$ cat src/rtl/dmem_lsu.sv
// Load/store unit: byte/half/word accesses onto a word-addressed memory, with read-modify-write for sub-word stores.
// Build option: define DMEM_LSU_ALIGN_CHECK_EN to flag misaligned/reserved requests instead of truncating them.
`ifndef WORD_WIDTH
`define WORD_WIDTH 32
`endif

module dmem_lsu #(
    parameter int W = `WORD_WIDTH
) (
    input  logic         clk,
    input  logic         rst,
    input  logic         req_valid,
    output logic         req_ready,
    input  logic         req_we,
    input  logic [1:0]   req_size,
    input  logic         req_signed,
    input  logic [W-1:0] req_addr,
    input  logic [W-1:0] req_wdata,
    output logic         resp_valid,
    output logic [W-1:0] resp_rdata,
    output logic         resp_err,
    output logic         mem_read_en,
    output logic [W-1:0] mem_read_addr,
    input  logic [W-1:0] mem_read_data,
    output logic         mem_write_en,
    output logic [W-1:0] mem_write_addr,
    output logic [W-1:0] mem_write_data
);

    typedef enum logic {
        IDLE  = 1'b0,
        WRITE = 1'b1
    } state_t;

    state_t       state_q, state_d;
    logic         resp_valid_q, resp_valid_d;
    logic         resp_err_q, resp_err_d;
    logic [W-1:0] resp_rdata_q, resp_rdata_d;
    logic [W-1:0] wr_addr_q, wr_addr_d;
    logic [W-1:0] wr_data_q, wr_data_d;

    logic         accept;
    logic         req_err;
    logic [1:0]   size_eff;
    logic [1:0]   lane_off;
    logic [W-1:0] addr_aligned;
    logic [W-1:0] lane_word;
    logic [W-1:0] load_data;
    logic [W-1:0] merged;
    logic         rd_en, wr_en;

    assign req_ready    = (state_q == IDLE);
    assign accept       = req_valid & req_ready;
    assign addr_aligned = {req_addr[W-1:2], 2'b00};

    // Decode the effective size and lane; without the check, bad requests collapse onto a natural boundary.
    always_comb begin
        size_eff = req_size;
        req_err  = 1'b0;
`ifdef DMEM_LSU_ALIGN_CHECK_EN
        req_err = (req_size == 2'b11) ||
                  ((req_size == 2'b01) && req_addr[0]) ||
                  ((req_size == 2'b10) && (req_addr[1:0] != 2'b00));
`else
        if (req_size == 2'b11) size_eff = 2'b10;
`endif
        lane_off = req_addr[1:0];
        case (size_eff)
            2'b01:   lane_off[0] = 1'b0;
            2'b10:   lane_off    = 2'b00;
            default: lane_off    = req_addr[1:0];
        endcase
    end

    always_comb begin
        lane_word = mem_read_data >> {lane_off, 3'b000};
        case (size_eff)
            2'b00:   load_data = {{(W-8){lane_word[7] & req_signed}}, lane_word[7:0]};
            2'b01:   load_data = {{(W-16){lane_word[15] & req_signed}}, lane_word[15:0]};
            default: load_data = mem_read_data;
        endcase
        merged = mem_read_data;
        if (size_eff == 2'b00)
            merged[{lane_off, 3'b000} +: 8] = req_wdata[7:0];
        else if (size_eff == 2'b01)
            merged[{lane_off, 3'b000} +: 16] = req_wdata[15:0];
    end

    always_comb begin
        state_d        = state_q;
        resp_valid_d   = 1'b0;
        resp_rdata_d   = resp_rdata_q;
        resp_err_d     = resp_err_q;
        wr_addr_d      = wr_addr_q;
        wr_data_d      = wr_data_q;
        rd_en          = 1'b0;
        wr_en          = 1'b0;
        mem_write_addr = addr_aligned;
        mem_write_data = req_wdata;
        case (state_q)
            IDLE: begin
                if (accept) begin
                    if (req_err) begin
                        resp_valid_d = 1'b1;
                        resp_err_d   = 1'b1;
                        resp_rdata_d = '0;
                    end else if (!req_we) begin
                        rd_en        = 1'b1;
                        resp_valid_d = 1'b1;
                        resp_err_d   = 1'b0;
                        resp_rdata_d = load_data;
                    end else if (size_eff[1]) begin
                        wr_en        = 1'b1;
                        resp_valid_d = 1'b1;
                        resp_err_d   = 1'b0;
                        resp_rdata_d = '0;
                    end else begin
                        rd_en     = 1'b1;
                        wr_addr_d = addr_aligned;
                        wr_data_d = merged;
                        state_d   = WRITE;
                    end
                end
            end
            WRITE: begin
                wr_en          = 1'b1;
                mem_write_addr = wr_addr_q;
                mem_write_data = wr_data_q;
                resp_valid_d   = 1'b1;
                resp_err_d     = 1'b0;
                resp_rdata_d   = '0;
                state_d        = IDLE;
            end
            default: state_d = IDLE;
        endcase
    end

    // Enables are gated by reset so nothing reaches memory while rst is low.
    assign mem_read_en   = rd_en & rst;
    assign mem_write_en  = wr_en & rst;
    assign mem_read_addr = addr_aligned;

    always_ff @(posedge clk or negedge rst) begin
        if (!rst) begin
            state_q      <= IDLE;
            resp_valid_q <= 1'b0;
            resp_err_q   <= 1'b0;
            resp_rdata_q <= '0;
            wr_addr_q    <= '0;
            wr_data_q    <= '0;
        end else begin
            state_q      <= state_d;
            resp_valid_q <= resp_valid_d;
            resp_err_q   <= resp_err_d;
            resp_rdata_q <= resp_rdata_d;
            wr_addr_q    <= wr_addr_d;
            wr_data_q    <= wr_data_d;
        end
    end

    assign resp_valid = resp_valid_q;
    assign resp_rdata = resp_rdata_q;
`ifdef DMEM_LSU_ALIGN_CHECK_EN
    assign resp_err = resp_err_q;
`else
    assign resp_err = 1'b0;
`endif

endmodule

$ cat config.mk
export PLATFORM = sky130hd
export DESIGN_NAME = dmem_lsu
export DESIGN_NICKNAME = d
export VERILOG_FILES = /design/src/rtl/dmem_lsu.sv
export SDC_FILE = /design/constraint.sdc
export NUM_CORES = 1
export LEC_CHECK = 0
export BUFFER_PORTS_ARGS = -buffer_cell sky130_fd_sc_hd__buf_2
export CAP_MARGIN = 20
export CORE_ASPECT_RATIO = 0.6
export CORE_MARGIN = 2
export CORE_UTILIZATION = 45
export CTS_CLUSTER_SIZE = 16
export DETAILED_ROUTE_END_ITERATION = 7
export PLACE_DENSITY = 0.76
export REMOVE_ABC_BUFFERS = 1
export SLEW_MARGIN = 20
export SYNTH_ARGS = -nofsm -noshare
export SYNTH_HDL_FRONTEND = slang
export SYNTH_SLANG_ARGS = --single-unit
$ cat constraint.sdc
create_clock -name clk -period 2.25 [get_ports clk]
set_input_delay 0.45 -clock clk [delete_from_list [all_inputs] [get_ports clk]]
set_output_delay 0.45 -clock clk [all_outputs]
set_load 0.02 [all_outputs]
Word-level counts from Yosys, hierarchy flattened

Cells that the tools add are included.

Register bits: 96
Bits of input ports: 103
Output and inout bits: 133
Word-level logic and storage cells: 55

Add/sub/neg operators: 1
Eq/ne operators: 5
Shift-type cells: 5
Multiplexer cells: 28
Bitwise operators: 7
Reduce and logical (&&, ||, !) cells: 4

Operator list:

| operator                | number |
|---|---|
| $mux 32                 | 7 |
| $pmux 32 s2             | 2 |
| $bwmux 32               | 2 |
| $shift 16x7->32 const A | 1 |
| $shift 8x7->32 const A  | 1 |
| $shiftx 16x7->32        | 1 |
| $shiftx 8x7->32         | 1 |
| $shr 32x5->16           | 1 |
| $mux 1                  | 13 |
| $neg 5->7               | 1 |
| $pmux 1 s2              | 3 |
| $and 1x1->1             | 5 |
| $eq 2x2->1 const B      | 2 |
| $reduce_and 4->1        | 1 |
| $ne 3x2->1 const B      | 1 |
| $eq 2x1->1 const B      | 1 |
| $logic_not 2->1         | 1 |
| $mux 2                  | 1 |
| $ne 2x1->1 const B      | 1 |
| $not 1->1               | 2 |
| $reduce_and 2->1        | 1 |
| $reduce_or 2->1         | 1 |

Longest topological paths before layout

Depth after elaboration: 11
Gate-level depth with buffers: 10
Gate-level depth less buffers: 9

Worst setup path after synthesis

Ideal clock, no wire load.

Kind: input-to-reg
Start: in req_size[1]
End: reg wr_data_q[15]
Library setup time: 0.083 ns
Arrival: 2.675 ns
Data required time: 2.167 ns
Setup slack: -0.507 ns
Stages: 9
Buffers on the path: 3
Cells stage by stage: or3b_2 > clkbuf_1 > buf_2 > ha_1 > clkbuf_1 > nor2_1 > a21oi_1 > a221o_1 > o21ai_0

Word-level cells in the longest chain between the ends: 10
Elaborated cells between the ends (all ways): 19
Those cells by class: add/sub: 1; eq/ne: 3; shift: 4; mux: 7; bitwise: 1; reduce/logical: 3

RTL lines:

| element                                                    | RTL line | text |
|---|---|---|
| start: declaration                                         | 15       | `input logic [1:0] req_size,` |
| $eq 2x2->1                                                 | 65       | `if (req_size == 2'b11) size_eff = 2'b10;` |
| $mux 2 (*)                                                 | 65       |  |
| $eq 2x1->1 / $eq 2x2->1 (equally long branches)            | 68, 85   |  |
| $reduce_or 2->1 (no source line)                           | --       |  |
| $mux 1                                                     | 68       | `case (size_eff)` |
| $neg 5->7                                                  | 84, 86   |  |
| $shiftx 16x7->32 / $shift 16x7->32 (equally long branches) | 86       | `merged[{lane_off, 3'b000} +: 16] = req_wdata[15:0];` |
| $bwmux 32                                                  | 86       |  |
| $mux 32                                                    | 85       | `else if (size_eff == 2'b01)` |
| $mux 32                                                    | 83       | `if (size_eff == 2'b00)` |
| end signal: assignment                                     | 157      | `wr_data_q <= wr_data_d;` |
| end: declaration                                           | 40       | `logic [W-1:0] wr_data_q, wr_data_d;` |

Mark *: on every way between the ends. The rest lies on a longest branch, timed or not.
A chain may end at the register's enable or synchronous reset.

Final worst setup path

Start: reg state_q
End: out mem_write_data[14]

Word-level cells in the longest chain between the ends: 1

RTL lines:

| element                  | RTL line | text |
|---|---|---|
| start: declaration       | 35       | `state_t state_q, state_d;` |
| start signal: assignment | 152      | `state_q <= state_d;` |
| $mux 32                  | 100      | `case (state_q)` |
| end: declaration         | 27       | `output logic [W-1:0] mem_write_data` |

Every way passes these cells.

==> impl_metrics.json <==
{
  "synth_top_area_cell": "dfrtp_1",
  "ys_seq_elements": 96,
  "power.total_uw": 5230,
  "grt_pass1_wl_um": 31700,
  "io_buffer_count": 230,
  "grt.overflow.total": 0,
  "grt_max_degree": 97,
  "drc": 0,
  "cts.sinks": 96,
  "layout_common_cells": "buf_2, nand2_1, dfrtp_1",
  "setup_viol": 0,
  "place.gp.congestion": 0.967,
  "rows": 33,
  "fill_cells": 1257,
  "syn_inst": 747,
  "ant_nets": 0,
  "syn_to_final_growth_pct": 25.1,
  "cts-root-buf": "clkbuf_16",
  "fin_setup_tns_ns": 0,
  "place_inst": 1121,
  "clk_pin_slew_ns": 0.07,
  "synth_async_sr_flop_share_pct": 100,
  "worst-endpoint-arrival_ns": 1.72,
  "slew_headroom_pct": 57.3,
  "switchingPower_uw": 1750,
  "cp_max_fo": 26,
  "status": "completed",
  "path_class": "register to primary output",
  "use_met2_pct": 40.7,
  "endpoint_kind": "primary output",
  "drive_above_1_share_pct": 39.5,
  "core-area_um2": 13700,
  "yosys_warnings": 0,
  "fin_cells": 1136,
  "cts_made_buffers": 9,
  "final_common_cell": "buf_2",
  "grt_pass1_vias": 5708,
  "p_comb_share_pct": 28.2,
  "cp_data_required_time_ns": 1.80,
  "synth_area_um2": 6310,
  "worst_slew_pin_slew_ns": 0.641,
  "die-area_um2": 15000,
  "finalWirelength_um": 20800,
  "crit_buf_inv": 2,
  "grt-busiest-layer": "met2",
  "grt_antenna_before_repair": 0,
  "num_antenna_cells": 0,
  "max-vdd-ir-drop_uv": 342,
  "cts_resized": 0,
  "slew_violations": 0,
  "ys_types": 53,
  "p_leak_uw": 0.00392,
  "firstDrtPassIters": 5,
  "r2r_start": "state_q",
  "cts.htree.levels": 3,
  "synth_ff_type": "dfrtp_1",
  "startpoint_type": "register",
  "max_freq_mhz": 461,
  "pre_cts_ws_ns": -0.319,
  "met3_usage_pct": 10.1,
  "critical-path-slowest-cell": "dfrtp_2",
  "dpl.hpwl_um": 15100,
  "area.sequential_um2": 2400,
  "viasPerCell": 5.58,
  "clockBufferDepth": 2,
  "synth_top_area_share_pct": 38.1,
  "worstSkewPairLatency_ns": 0.34,
  "cpPeakStageDelay_ns": 0.45,
  "rsz0062_at_grt": "no",
  "crit_family": "buffers and inverters",
  "cts_tree": "done",
  "hp-class": "primary input to asynchronous set/reset pin",
  "setup_ws_ns": 0.0819,
  "die_w_um": 157,
  "pwr-share-clk_pct": 30.2,
  "hold_viol": 0,
  "period_share_pct": 96.4,
  "swShare_pct": 33.5,
  "cts_hold_buf": 0,
  "initial_core_util_pct": 46.2,
  "p_seq_share_pct": 41.6,
  "post_cts_buffers": 0,
  "ios": 236,
  "synth_area_leaders": "dfrtp_1, mux2_2, nand2_1",
  "grt_usage_pct": 27.7,
  "multi_input_area_um2": 3350,
  "yosysSeqAreaShare_pct": 38.1,
  "dieHeight_um": 95.7,
  "synth_edf_count": 0,
  "clock_skew_ns": 0.00757,
  "critPathLaunch": "state_q",
  "syn_area_per_cell_um2": 8.45,
  "grt_use_met1_pct": 39.2,
  "wl_per_cell_um": 18.3,
  "p_int_uw": 3470,
  "fin_crit_ns": 2.17,
  "cp_cell_sequence": "buf_4 > mux2_2 > buf_2",
  "first_iter_violations": 518,
  "power_density_nw_per_um2": 662,
  "drv_cap": 0,
  "fin_nets": 1046,
  "vias": 6339
}
state kept, by name (all words and copies together), names as in the netlist:
register    cells
resp_rdata     32
wr_data_q      32
wr_addr_q      30
resp_valid      1
state_q         1
worst paths after layout:
path | end | slack, ns | depth (start not counted)
max | mem_write_data[14] | 0.08 | 3
min in group clk | wr_addr_q[27] | 0.32 | 3
min reg2reg | resp_rdata[19] | 0.47 | 2
max reg2reg | resp_rdata[0] | 0.40 | 4
max in group asynchronous | state_q | 1.55 | 2
min | wr_data_q[12] | 0.24 | 2
metal layers:
metal / share of wire [%] / wire (um)
met4: 0.91 / 189
met2: 42 / 8700
met3: 13 / 2740
met1: 44 / 9160
met5: 0 / 0
Yosys cell counts (all sizes together) (2+ instances only):
master and number:
or2 3, inv 21, a21boi 2, a21oi 37
nor2 39, mux2 63, o22ai 15, nand2b 4
nand2 181, a211oi 9, nand3 14, dfrtp 96
or3b 2, o31ai 2, ha 3, nor2b 28
clkbuf 36, o21ai 46, buf 54, a21o 8
a22o 22, a311oi 8, a22oi 3, a221oi 19
nor3 10, nor3b 2, a221o 7
area by class of cell:
type                    instances  share of cell area, %
well taps                     192                   3.04
clock buffers                  11                   3.07
flip-flops and latches         96                   30.4
clock inverters                 4                  0.682
repair buffers                268                   19.3
multi-input cells             543                   42.4
inverters                      22                   1.05
power groups by stage:
stage | clock [uW] | combinational [uW] | sequential [uW]
5_1_grt | 1690 | 1610 | 2200
4_1_cts | 1610 | 1470 | 2170
2_1_floorplan | 0 | 729 | 2240
3_3_place_gp | 0 | 1430 | 2200
3_5_place_dp | 0 | 1460 | 2190
6_report | 1580 | 1470 | 2180
logic make-up (layout without fill, tap and decap cells):
| group | count (synthesis) | count (layout) | share of synthesized area, % |
|---|---|---|---|
| buffers and inverters | 112 | 305 | 9.24 |
| muxes | 65 | 65 | 11.8 |
| DFF | 96 | 96 | 38.1 |
| adders and majority gates | 3 | 3 | 0.595 |
| AOI/OAI and AO/OA | 183 | 183 | 20.3 |
| other | 1 | 5 | 0.0594 |
| and+or+nand+nor | 287 | 287 | 20.0 |
through the flow:
step                utilization, %  hold WS [ns]  area, um^2
detailed placement            55.5         0.457        7580
finish                        57.8         0.238        7890
global route                  57.8         0.296        7890
global placement              55.5         0.453        7580
floorplan                        -         0.154        5830
CTS                           57.7         0.263        7880
Power figures use the tool's default switching activity.
